--- config.mk ---
export PLATFORM = sky130hd
export DESIGN_NAME = mem_port_arbiter
export DESIGN_NICKNAME = d
export VERILOG_FILES = /design/src/rtl/mem_port_arbiter.sv
export SDC_FILE = /design/constraint.sdc
export NUM_CORES = 1
export LEC_CHECK = 0
export ABC_AREA = 0
export BUFFER_PORTS_ARGS = -buffer_cell sky130_fd_sc_hd__buf_2
export CAP_MARGIN = 20
export CORE_UTILIZATION = 50
export CTS_CLUSTER_SIZE = 14
export DETAILED_ROUTE_END_ITERATION = 7
export PLACE_DENSITY_LB_ADDON = 0.3
export SLEW_MARGIN = 30
export SYNTH_ARGS = -nofsm -noshare
export SYNTH_HDL_FRONTEND = slang
export SYNTH_SLANG_ARGS = --single-unit
--- constraint.sdc ---
create_clock -name clk -period 4.5 [get_ports clk]
set_clock_uncertainty 0.15 [all_clocks]
set_input_delay 0.9 -clock clk [delete_from_list [all_inputs] [get_ports clk]]
set_output_delay 0.9 -clock clk [all_outputs]
set_load 0.02 [all_outputs]
--- src/rtl/mem_port_arbiter.sv ---
// Shares one memory port between fetch and data (data-first, alternates under contention); min 3 cycles/access.
// Requests are levels held until the one-cycle response pulse; stall_if/stall_d hold the pipeline meanwhile.
// Define MEM_ARB_TIMEOUT_EN to force-complete an unacked access after TIMEOUT wait cycles and raise sticky bus_err.
module mem_port_arbiter #(
  parameter int ADDR_W  = 16,
  parameter int DATA_W  = 32,
  parameter int TIMEOUT = 255
) (
  input  logic              clk,
  input  logic              rst_n,
  input  logic              if_req,
  input  logic [ADDR_W-1:0] if_addr,
  output logic              if_valid,
  output logic [DATA_W-1:0] if_rdata,
  input  logic              d_rd,
  input  logic              d_wr,
  input  logic [ADDR_W-1:0] d_addr,
  input  logic [DATA_W-1:0] d_wdata,
  output logic              d_done,
  output logic [DATA_W-1:0] d_rdata,
  output logic              stall_if,
  output logic              stall_d,
  output logic              mem_req,
  output logic              mem_we,
  output logic [ADDR_W-1:0] mem_addr,
  output logic [DATA_W-1:0] mem_wdata,
  input  logic              mem_ack,
  input  logic [DATA_W-1:0] mem_rdata,
  output logic              bus_err
);

  typedef enum logic [1:0] {S_IDLE, S_WAIT, S_RESP} state_t;

  typedef struct packed {
    logic              we;
    logic [ADDR_W-1:0] addr;
    logic [DATA_W-1:0] wdata;
  } mem_cmd_t;

  state_t   state;
  mem_cmd_t cmd_q, cmd_d;
  logic     last_data, owner_d;
  logic     d_any, grant_d, timeout_hit, finish;

  assign d_any   = d_rd | d_wr;
  // Fetch only beats a contending data request right after a data grant.
  assign grant_d = d_any & (~if_req | ~last_data);
  assign finish  = (state == S_WAIT) & (mem_ack | timeout_hit);

  always_comb begin
    cmd_d       = '0;
    cmd_d.we    = grant_d & d_wr;
    cmd_d.addr  = grant_d ? d_addr : if_addr;
    cmd_d.wdata = grant_d ? d_wdata : '0;
  end

  assign mem_we    = cmd_q.we;
  assign mem_addr  = cmd_q.addr;
  assign mem_wdata = cmd_q.wdata;
  assign stall_if  = if_req & ~if_valid;
  assign stall_d   = d_any & ~d_done;

`ifdef MEM_ARB_TIMEOUT_EN
  localparam int CNT_W = ($clog2(TIMEOUT + 1) < 8) ? 8 : $clog2(TIMEOUT + 1);
  logic [CNT_W-1:0] wait_cnt;

  // Fires on the TIMEOUT-th ack-less WAIT cycle; a coincident ack still wins.
  assign timeout_hit = (state == S_WAIT) & (wait_cnt == CNT_W'(TIMEOUT - 1));

  always_ff @(posedge clk or negedge rst_n) begin
    if (!rst_n) begin
      wait_cnt <= '0;
      bus_err  <= 1'b0;
    end else begin
      if (state != S_WAIT) begin
        wait_cnt <= '0;
      end else if (!mem_ack && !timeout_hit) begin
        wait_cnt <= wait_cnt + 1'b1;
      end
      if (timeout_hit && !mem_ack) begin
        bus_err <= 1'b1;
      end
    end
  end
`else
  assign timeout_hit = 1'b0;
  assign bus_err     = 1'b0;
`endif

  always_ff @(posedge clk or negedge rst_n) begin
    if (!rst_n) begin
      state     <= S_IDLE;
      last_data <= 1'b0;
      owner_d   <= 1'b0;
      mem_req   <= 1'b0;
      cmd_q     <= '0;
      if_valid  <= 1'b0;
      d_done    <= 1'b0;
      if_rdata  <= '0;
      d_rdata   <= '0;
    end else begin
      case (state)
        S_IDLE: begin
          if (if_req || d_any) begin
            mem_req   <= 1'b1;
            cmd_q     <= cmd_d;
            owner_d   <= grant_d;
            last_data <= grant_d;
            state     <= S_WAIT;
          end
        end
        S_WAIT: begin
          if (finish) begin
            mem_req <= 1'b0;
            state   <= S_RESP;
            if (owner_d) begin
              d_done <= 1'b1;
              // Acked writes keep the last load value; a timed-out access returns zero.
              if (!cmd_q.we || !mem_ack) begin
                d_rdata <= mem_ack ? mem_rdata : '0;
              end
            end else begin
              if_valid <= 1'b1;
              if_rdata <= mem_ack ? mem_rdata : '0;
            end
          end
        end
        S_RESP: begin
          if_valid <= 1'b0;
          d_done   <= 1'b0;
          state    <= S_IDLE;
        end
        default: state <= S_IDLE;
      endcase
    end
  end

endmodule

==> results of run 1 <==
==> final cells by class <==
cell class              instances  share of cell area [%]
flip-flops and latches        119                    46.4
well taps                     108                    2.10
inverters                       1                  0.0584
clock inverters                14                    1.99
multi-input cells             148                    24.7
clock buffers                  18                    6.66
repair buffers                224                    18.1
==> routing by layer <==
metal  vias up  track usage (%)  wire length (um)
met5         -                0                 0
met4         0             10.7               249
met3        21             5.32               540
met2       125             40.0              5670
met1      1656             27.6              4390
li1       1495                -                 -
==> placed cells by master, fill, tap and decap left out, drive strengths merged <==
cell and instances:
o21ai 1, conb 1, buf 224, nor3 2
inv 3, clkinvlp 7, nand2b 2, nor2 3
clkinv 4, nor2b 1, dfrtp 119, mux2 96
nand2 2, nor3b 1, o2bb2ai 1, bufinv 1
clkbuf 18, or3 1, a22o 34, a21o 2
nand3b 1
==> final timing paths <==
path	slack [ns]	end	startpoint
max	2.07	stall_d	d_rd
min	0.24	d_rdata[11]$_DFFE_PN0P_	rst_n
max reg2reg	2.45	mem_wdata[8]$_DFFE_PN0P_	owner_d$_DFFE_PN0P_
min reg2reg	0.35	if_rdata[22]$_DFFE_PN0P_	if_rdata[22]$_DFFE_PN0P_
max in group asynchronous	3.14	d_rdata[16]$_DFFE_PN0P_	rst_n
min in group clk	0.35	if_rdata[22]$_DFFE_PN0P_	if_rdata[22]$_DFFE_PN0P_
==> power groups by stage <==
stage / clock (mW) / combinational [mW] / sequential (mW)
after global routing: 1.32 / 2.41 / 1.96
final: 1.24 / 2.27 / 1.89
after global placement: 0 / 2.20 / 1.88
after floorplan: 0 / 0.920 / 2.49
after CTS: 1.26 / 2.28 / 1.90
after detailed placement: 0 / 2.27 / 1.90
==> logic make-up (layout without fill, tap and decap cells) <==
family / count (synthesis) / after routing
DFF: 119 / 119
buffers and inverters: 18 / 257
and+or+nand+nor: 13 / 13
AOI/OAI and AO/OA: 38 / 38
other: 1 / 1
muxes: 96 / 96
==> stage by stage <==
step,instance area [um2],worst slack (ns)
5_1_grt,6420,2.03
3_3_place_gp,5820,1.75
6_report,6420,2.07
4_1_cts,6390,2.07
3_5_place_dp,5840,1.77
2_1_floorplan,4690,2.21
==> registers in the layout, summed over array words and instances, names as in the netlist <==
signal / flops
mem_addr: 16
d_rdata: 32
if_valid: 1
mem_we: 1
state: 2
mem_req: 1
owner_d: 1
mem_wdata: 32
d_done: 1
if_rdata: 32
==> critical path: cells and delay by family <==
kind                   cells  cell delay [ns]
buffers and inverters      2             0.27
and+or+nand+nor            2             0.20
==> summary.txt, run 1 <==
Run status
  – Status: complete, no violations

Route
  – Drt pass-1 iters: 4
  – Vias: 3297
  – Vias per cell: 5.22
  – DR iter-0 viols: 70
  – Routed Antenna Nets: 0
  – Final WL: 10800 um
  – Post-DR wirelength/cell: 17.2 um
  – Post-route DRC: 0

Timing
  – Period minus WS final: 2.43 ns
  – Final Max Tran Viols: 0
  – RSZ-0062 raised after global routing: false
  – Period utilisation layout: 54.1%
  – Setup tns final: 0 ns
  – Endpoints failing setup: 0
  – Final Hold Fails: 0
  – Max Freq: 0.411 GHz
  – Worst slew pin tran: 0.900 ns
  – Rel. slew slack: 39.6%
  – Fin Hold WS: 0.241 ns

Yosys
  – Mapped Avg Cell Area: 16.5 um2
  – Cells after synthesis: 285
  – Seq/Total Area, Yosys: 63.5%
  – Synth Area in Adders: 0%
  – Synth area leader: dfrtp_1
  – Post-synth EDFFs: 0
  – Synth top area share: 63.5%
  – Area contributors post-synth: dfrtp_1, mux2_2, a22o_1, mux2_4, buf_6
  – Multiplexer share of the synthesized area: 24.2%
  – Synth warn: 0
  – Most frequent cells after synthesis: dfrtp_1, mux2_2, a22o_1, mux2_4, buf_2
  – Mapped Area: 4690 um2
  – Simple-gate share of the synthesized area: 2.13%
  – Seq cells post-synth: 119
  – XOR/XNOR Fraction of Synth Area: 0%
  – Async set-reset flop share out of synthesis: 100%
  – Top FF cell, synth: dfrtp_1
  – Net count after synthesis: 387
  – Complex-gate fraction of the synthesized area: 7.10%
  – Largest family of logic cells by synthesized area: multiplexers
  – Most common cell in the synthesized netlist: dfrtp_1
  – Netlist cell types: 23

GRT
  – Initial antenna violation count: 0
  – Largest net degree at the start of global routing: 72
  – First-pass GRT wire length: 17300 um
  – Vias in the first global route: 3493
  – Overflow after GRT: 0
  – GRT Util Overall: 23.2%

Pwr
  – P per Cell Area: 841 nW/um2
  – Logic pwr share: 41.9%
  – Internal power: 3.34 mW
  – Peak supply drop: 409 uV
  – Switching power: 2.07 mW
  – Clk network pwr share: 23.0%
  – Design Power: 5.40 mW
  – Net Sw Frac: 38.3%
  – Leak: 3.27 nW
  – Seq pwr share: 35.1%

Final layout
  – Final Non-Filler Cells: 632
  – Synthesis-to-finish area growth: 36.9%
  – Ant diodes: 0
  – Share of layout cells above drive strength 1: 68.3%
  – Multi-input logic area: 1590 um2
  – # nets final: 613
  – Register Area: 2980 um2
  – Filler Cell Count: 623
  – Layout Utilization: 72.2%

Setup path
  – Arr. time, crit path: 1.38 ns
  – Crit Path Class: input port to output pin
  – Worst R2R Path Depth: 4
  – Crit-path max cell delay: 0.15 ns
  – Setup crit start kind: input port
  – Critical Path End Type: output pin
  – Critical Path RT: 3.45 ns
  – Crit-path cells: buf_2, nor2_1, nor2_1, buf_2
  – Slowest CP cell: nor2_1
  – Crit path max fanout: 3

Clock network
  – Number of post-CTS setup repair buffers: 0
  – Worst skew pair latency: 0.50 ns
  – Clock tree from TritonCTS: yes
  – Cts hold-fix bufs: 0
  – TritonCTS Buffers: 17
  – # resized after CTS: 0
  – H-tree depth: 4
  – Clk slew on worst S/H paths: 0.06 ns
  – Clock buffer depth: 2
  – Root Driver: clkbuf_8
  – CTS sink cnt: 119

Die
  – Initial Utilization: 52.8%
  – Die extent in x: 98.9 um
  – Die Span Y: 98.9 um
  – Die Area: 9770 um2
  – # IOs: 221
  – Core area: 8890 um2
  – FP Rows: 34

Flow run
  – Max Cap Viol: 0

Placement
  – Routability Congestion: 0.757
  – Port Buffer Count: 219
  – DP HPWL: 7600 um
  – Dpl cells: 599

Hold path
  – Tightest Hold Check Type: input port to async pin
(Power assumes the default switching activity.)
==> run 2: changes to the inputs <==
Settings changed: ABC_AREA 0 to 1, CORE_UTILIZATION 50 to 43.
Clock period 4.5 ns to 2.13 ns, I/O delays scaled along.
==> summary.txt, run 2 <==
Final layout
  – Most frequent cells in the layout: nand2_1, buf_2, dfrtp_1
  – Most common cell after layout, fill and taps aside: nand2_1
  – Ant diodes: 0
  – Filler Cell Count: 1037
  – # nets final: 906
  – Synthesis-to-finish area growth: 36.1%
  – Share of layout cells above drive strength 1: 34.5%

Setup path
  – Most used cell, CP: nand2_1
  – Arr. time, crit path: 2.03 ns
  – Worst R2R Path Depth: 6
  – Critical R2R Capture: mem_wdata[7]$_DFFE_PN0P_
  – R2r setup slk: 0.29 ns
  – Crit-path cells: inv_2, nand2_1, a21oi_4, buf_12, nand3_1, nand2_1
  – Crit Path Class: register to register
  – Crit path max fanout: 34
  – Slowest CP cell: a21oi_4
  – Crit-path max cell delay: 0.46 ns
  – R2r startpoint: state[0]$_DFFE_PN0P_
  – Critical Path End Type: register
  – Setup crit start kind: register
  – Critical Path RT: 2.32 ns

Hold path
  – Tightest Hold Check Type: input port to register
  – Worst Hold Depth: 3
  – Worst Hold End: d_rdata[20]$_DFFE_PN0P_
  – Worst Min Path Start: mem_rdata[20]

Timing
  – Max Freq: 0.544 GHz
  – Rel. slew slack: 62.0%
  – Endpoints failing setup: 0
  – RSZ-0062 raised after global routing: false
  – Fin Hold WS: 0.0906 ns
  – Final Hold Fails: 0
  – Setup tns final: 0 ns
  – Worst slew pin tran: 0.568 ns
  – Final Max Tran Viols: 0
  – Period minus WS final: 1.84 ns
  – Period utilisation layout: 86.3%

Pwr
  – Switching power: 4.80 mW
  – Peak supply drop: 778 uV
  – Internal power: 6.70 mW
  – Net Sw Frac: 41.8%
  – Seq pwr share: 33.5%
  – Clk network pwr share: 25.1%
  – Logic pwr share: 41.4%
  – P per Cell Area: 1670 nW/um2
  – Leak: 4.04 nW

Route
  – Vias: 4805
  – Routed Antenna Nets: 0
  – Vias per cell: 5.01
  – Post-DR wirelength/cell: 14.4 um
  – Drt pass-1 iters: 6
  – Post-route DRC: 0
  – Final WL: 13800 um
  – DR iter-0 viols: 311

Die
  – Initial Utilization: 44.3%
  – Die Span Y: 111 um
  – Die extent in x: 111 um
  – FP Rows: 39
  – # IOs: 221
  – Die Area: 12200 um2
  – Core area: 11500 um2

Yosys
  – Async set-reset flop share out of synthesis: 100%
  – Synth top area share: 58.6%
  – Synth area leader: dfrtp_1
  – Area contributors post-synth: dfrtp_1, nand2_1, nand3_1, o21ai_0, inv_1
  – Mapped Avg Cell Area: 8.63 um2
  – Cells after synthesis: 588
  – Seq cells post-synth: 119
  – Mapped Area: 5080 um2
  – Netlist cell types: 22
  – Synth warn: 0
  – Net count after synthesis: 690
  – Top FF cell, synth: dfrtp_1
  – Seq/Total Area, Yosys: 58.6%
  – Most common cell in the synthesized netlist: nand2_1
  – Most frequent cells after synthesis: nand2_1, dfrtp_1, nand3_1, o21ai_0, inv_1
  – Post-synth EDFFs: 0

Clock network
  – Worst skew pair latency: 0.40 ns
  – TritonCTS Buffers: 17
  – Clock buffer depth: 2
  – Root Driver: clkbuf_16
  – Clk slew on worst S/H paths: 0.06 ns
  – Number of post-CTS setup repair buffers: 0
  – CTS sink cnt: 119
  – # resized after CTS: 0
  – H-tree depth: 4
  – Clock tree from TritonCTS: yes
  – Cts hold-fix bufs: 1

Flow run
  – Max Cap Viol: 0

GRT
  – Vias in the first global route: 4736
  – GRT Util Overall: 23.7%
  – Largest net degree at the start of global routing: 65
  – Overflow after GRT: 0
  – Initial antenna violation count: 0
  – First-pass GRT wire length: 23200 um

Placement
  – DP HPWL: 9630 um
  – Port Buffer Count: 219
  – Routability Congestion: 0.827

Run status
  – Status: complete, no violations
## run 2: cell types whose count changed in the layout (fill, tap and decap cells not counted), moves of 4 or more
cell / previous run / this run
nand2_1: 2 / 247
nand3_1: 0 / 85
mux2_2: 82 / 0
o21ai_0: 1 / 36
a22o_1: 34 / 0
inv_1: 1 / 35
mux2_4: 14 / 0
o21ai_2: 0 / 10
buf_4: 3 / 10
clkinvlp_4: 7 / 2
inv_2: 0 / 5
clkbuf_1: 0 / 4
## run 2: routing by layer
| metal | share of wire [%] | routed length, um | GRT usage [%] |
|---|---|---|---|
| met5 | 0 | 0 | 0 |
| met4 | 1.5 | 205 | 9.69 |
| met3 | 6.6 | 914 | 6.12 |
| met2 | 49 | 6810 | 39.0 |
| met1 | 42 | 5860 | 29.9 |
## run 2: metrics by stage
stage | setup slack (ns) | utilization, % | power, mW | cell area, um2 | std cells
after global placement | 0.361 | 54.9 | 8.53 | 6300 | 927
after global routing | 0.185 | 60.2 | 12.3 | 6910 | 960
after CTS | 0.291 | 60.2 | 11.6 | 6910 | 960
final | 0.291 | 60.2 | 11.5 | 6910 | 960
after floorplan | 0.737 | - | 6.90 | 5080 | 588
after detailed placement | 0.287 | 54.9 | 8.67 | 6300 | 927
## run 2: worst max-delay path: cells and delay by family, from the launching register on
kind / cells / cell delay (ns)
AOI/OAI and AO/OA: 1 / 0.46
buffers and inverters: 2 / 0.33
DFF: 1 / 0.45
and+or+nand+nor: 3 / 0.35
## run 2: final cells by class
type	instances	area (um2)	share of cell area [%]
sequential	119	2980	43.1
multi-input combinational	394	1760	25.5
timing repair buffer	232	1240	17.9
clock buffer	24	482	6.97
tap	143	179	2.59
inverter	40	150	2.17
clock inverter	8	120	1.74
## run 2: worst max-delay path by stage
| stage | start | to | slack, ns | depth (start not counted) |
|---|---|---|---|---|
| 4_1_cts | state[0]$_DFFE_PN0P_ | mem_wdata[7]$_DFFE_PN0P_ | 0.29 | 6 |
| 3_5_place_dp | if_req | mem_wdata[7]$_DFFE_PN0P_ | 0.29 | 6 |
| 5_1_grt | state[1]$_DFFE_PN0P_ | mem_wdata[7]$_DFFE_PN0P_ | 0.19 | 6 |
| 3_3_place_gp | if_req | mem_wdata[18]$_DFFE_PN0P_ | 0.36 | 6 |
| 6_report | state[0]$_DFFE_PN0P_ | mem_wdata[7]$_DFFE_PN0P_ | 0.29 | 6 |
| 2_1_floorplan | mem_we$_DFFE_PN0P_ | d_rdata[22]$_DFFE_PN0P_ | 0.74 | 4 |
## run 2: cell families after synthesis
| family | count (synthesis) | share of synthesized area [%] |
|---|---|---|
| and+or+nand+nor | 341 | 28.2 |
| DFF | 119 | 58.6 |
| buffers and inverters | 75 | 6.92 |
| AOI/OAI and AO/OA | 52 | 6.11 |
| other | 1 | 0.0739 |
## run 2: power groups by stage
stage / sequential, mW / clock (mW) / combinational, mW
5_1_grt: 3.97 / 3.07 / 5.22
3_5_place_dp: 3.87 / 0 / 4.80
3_3_place_gp: 3.83 / 0 / 4.70
4_1_cts: 3.85 / 2.94 / 4.82
6_report: 3.85 / 2.89 / 4.76
2_1_floorplan: 5.03 / 0 / 1.87
==> run 3: changes to the inputs <==
Settings changed: CORE_UTILIZATION 43 to 51, HOLD_SLACK_MARGIN set to 0.15.
Clock period 2.13 ns to 2.2 ns, I/O delays scaled along.
==> summary.txt, run 3 (synthesis gave the netlist of run 2 again) <==
Setup path
  – Worst Setup EP: mem_addr[2]$_DFFE_PN0P_
  – Critical Path RT: 2.48 ns
  – Critical R2R Capture: mem_addr[2]$_DFFE_PN0P_
  – Setup crit start kind: register
  – R2r startpoint: state[0]$_DFFE_PN0P_
  – Crit-path cells: inv_2, nand2_1, a21oi_4, buf_12, nand3_1, dlygate4sd3_1, nand2_1
  – CP startpoint: state[0]$_DFFE_PN0P_
  – Crit-path max cell delay: 0.57 ns
  – Crit path max fanout: 38
  – WP depth: 7
  – Arr. time, crit path: 2.38 ns
  – Family with the most delay on the worst path: buffers and inverters
  – Slowest CP cell: dlygate4sd3_1
  – Crit Path Class: register to register
  – Most used cell, CP: nand2_1
  – WP buf/inv: 3
  – R2r setup slk: 0.10 ns
  – Worst R2R Path Depth: 7
  – Critical Path End Type: register

Final layout
  – Most common cell after layout, fill and taps aside: nand2_1
  – Final Non-Filler Cells: 1045
  – Most frequent cells in the layout: nand2_1, buf_2, dfrtp_1
  – Fin area: 7880 um2
  – Synthesis-to-finish area growth: 55.1%
  – Layout Utilization: 80.9%
  – # nets final: 1000
  – Share of layout cells above drive strength 1: 31.4%

Timing
  – Setup tns final: 0 ns
  – Max Freq: 0.477 GHz
  – Final Max Tran Viols: 0
  – Period minus WS final: 2.10 ns
  – Period utilisation layout: 95.3%
  – Worst slew pin tran: 0.563 ns
  – Worst Setup Slack, final: 0.103 ns
  – Final Hold Fails: 0
  – RSZ-0062 raised after global routing: false
  – Fin Hold WS: 0.170 ns
  – Rel. slew slack: 62.4%
  – Endpoints failing setup: 0

Die
  – Initial Utilization: 52.2%
  – Die extent in x: 102 um
  – # IOs: 221
  – Core area: 9730 um2
  – Die Span Y: 102 um
  – FP Rows: 36
  – Die Area: 10400 um2

GRT
  – Largest net degree at the start of global routing: 52
  – Overflow after GRT: 0
  – GRT Util Overall: 32.8%
  – First-pass GRT wire length: 25800 um
  – Vias in the first global route: 5340
  – Initial antenna violation count: 0

Run status
  – Status: complete, no violations

Placement
  – Post-Place Cell Area: 6300 um2
  – Dpl cells: 917
  – Post-Place Setup Slack: 0.383 ns
  – Routability Congestion: 0.807
  – Port Buffer Count: 219
  – DP HPWL: 9330 um

Pwr
  – Leak: 4.42 nW
  – Design Power: 11.7 mW
  – P per Cell Area: 1490 nW/um2
  – Peak supply drop: 853 uV

Clock network
  – Worst skew pair latency: 0.49 ns
  – CTS sink cnt: 119
  – Clock buffer depth: 2
  – TritonCTS Buffers: 17
  – Clock tree from TritonCTS: yes
  – H-tree depth: 4
  – Root Driver: clkbuf_8
  – Clk slew on worst S/H paths: 0.06 ns

Route
  – Routed Antenna Nets: 0
  – Post-DR wirelength/cell: 16.1 um
  – Post-route DRC: 0
  – Vias: 5368
  – Drt pass-1 iters: 5
  – Vias per cell: 5.14
  – Final WL: 16800 um
  – DR iter-0 viols: 282

Hold path
  – Tightest Hold Check Type: input port to register

Flow run
  – Max Cap Viol: 0
[run 3: worst min path at each step]
stage / startpoint / slack, ns / cells after the start / end
floorplan: rst_n / -0.006 / 0 / d_done$_DFFE_PN0P_
global placement: rst_n / 0.26 / 1 / mem_wdata[10]$_DFFE_PN0P_
detailed placement: rst_n / 0.27 / 1 / mem_wdata[9]$_DFFE_PN0P_
CTS: d_addr[14] / 0.16 / 5 / mem_addr[14]$_DFFE_PN0P_
global route: if_req / 0.20 / 3 / mem_req$_DFFE_PN0P_
finish: d_addr[14] / 0.17 / 5 / mem_addr[14]$_DFFE_PN0P_
[run 3: worst reg2reg max path: cells and delay by family, from the launching register on]
family	cells	cell delay, ns
and+or+nand+nor	3	0.29
DFF	1	0.43
buffers and inverters	3	0.89
AOI/OAI and AO/OA	1	0.27
[run 3: final cells by class]
type	count	area, um2
Fill cell	558	1850
Timing Repair Buffer	326	2190
Tap cell	133	166
Inverter	40	150
Sequential cell	119	2980
Clock inverter	13	196
Clock buffer	19	432
Antenna cell	1	2.50
Multi-Input combinational cell	394	1760
[run 3: report_power, final]
part / total, mW / switching, mW / internal, mW
clock network: 2.92 / 1.04 / 1.89
logic: 5.04 / 3.37 / 1.67
registers: 3.75 / 0.577 / 3.18
[run 3: routing by layer]
layer  wire, um  global-route usage, %  vias to the layer above
li1           -                      -                     2476
met4        450                   16.6                        0
met3       1360                   9.39                       48
met1       6370                   37.9                     2547
met2       8590                   55.8                      297
met5          0                      0                        -
[run 3: what timing repair did]
| item | CTS | global route |
|---|---|---|
| endpoints found under the hold margin | 184 | 0 |
| gates resized for setup | 0 | 0 |
| endpoints found under the setup margin | 0 | 1 |
| hold buffers | 94 | 0 |
| setup buffers | 0 | 1 |
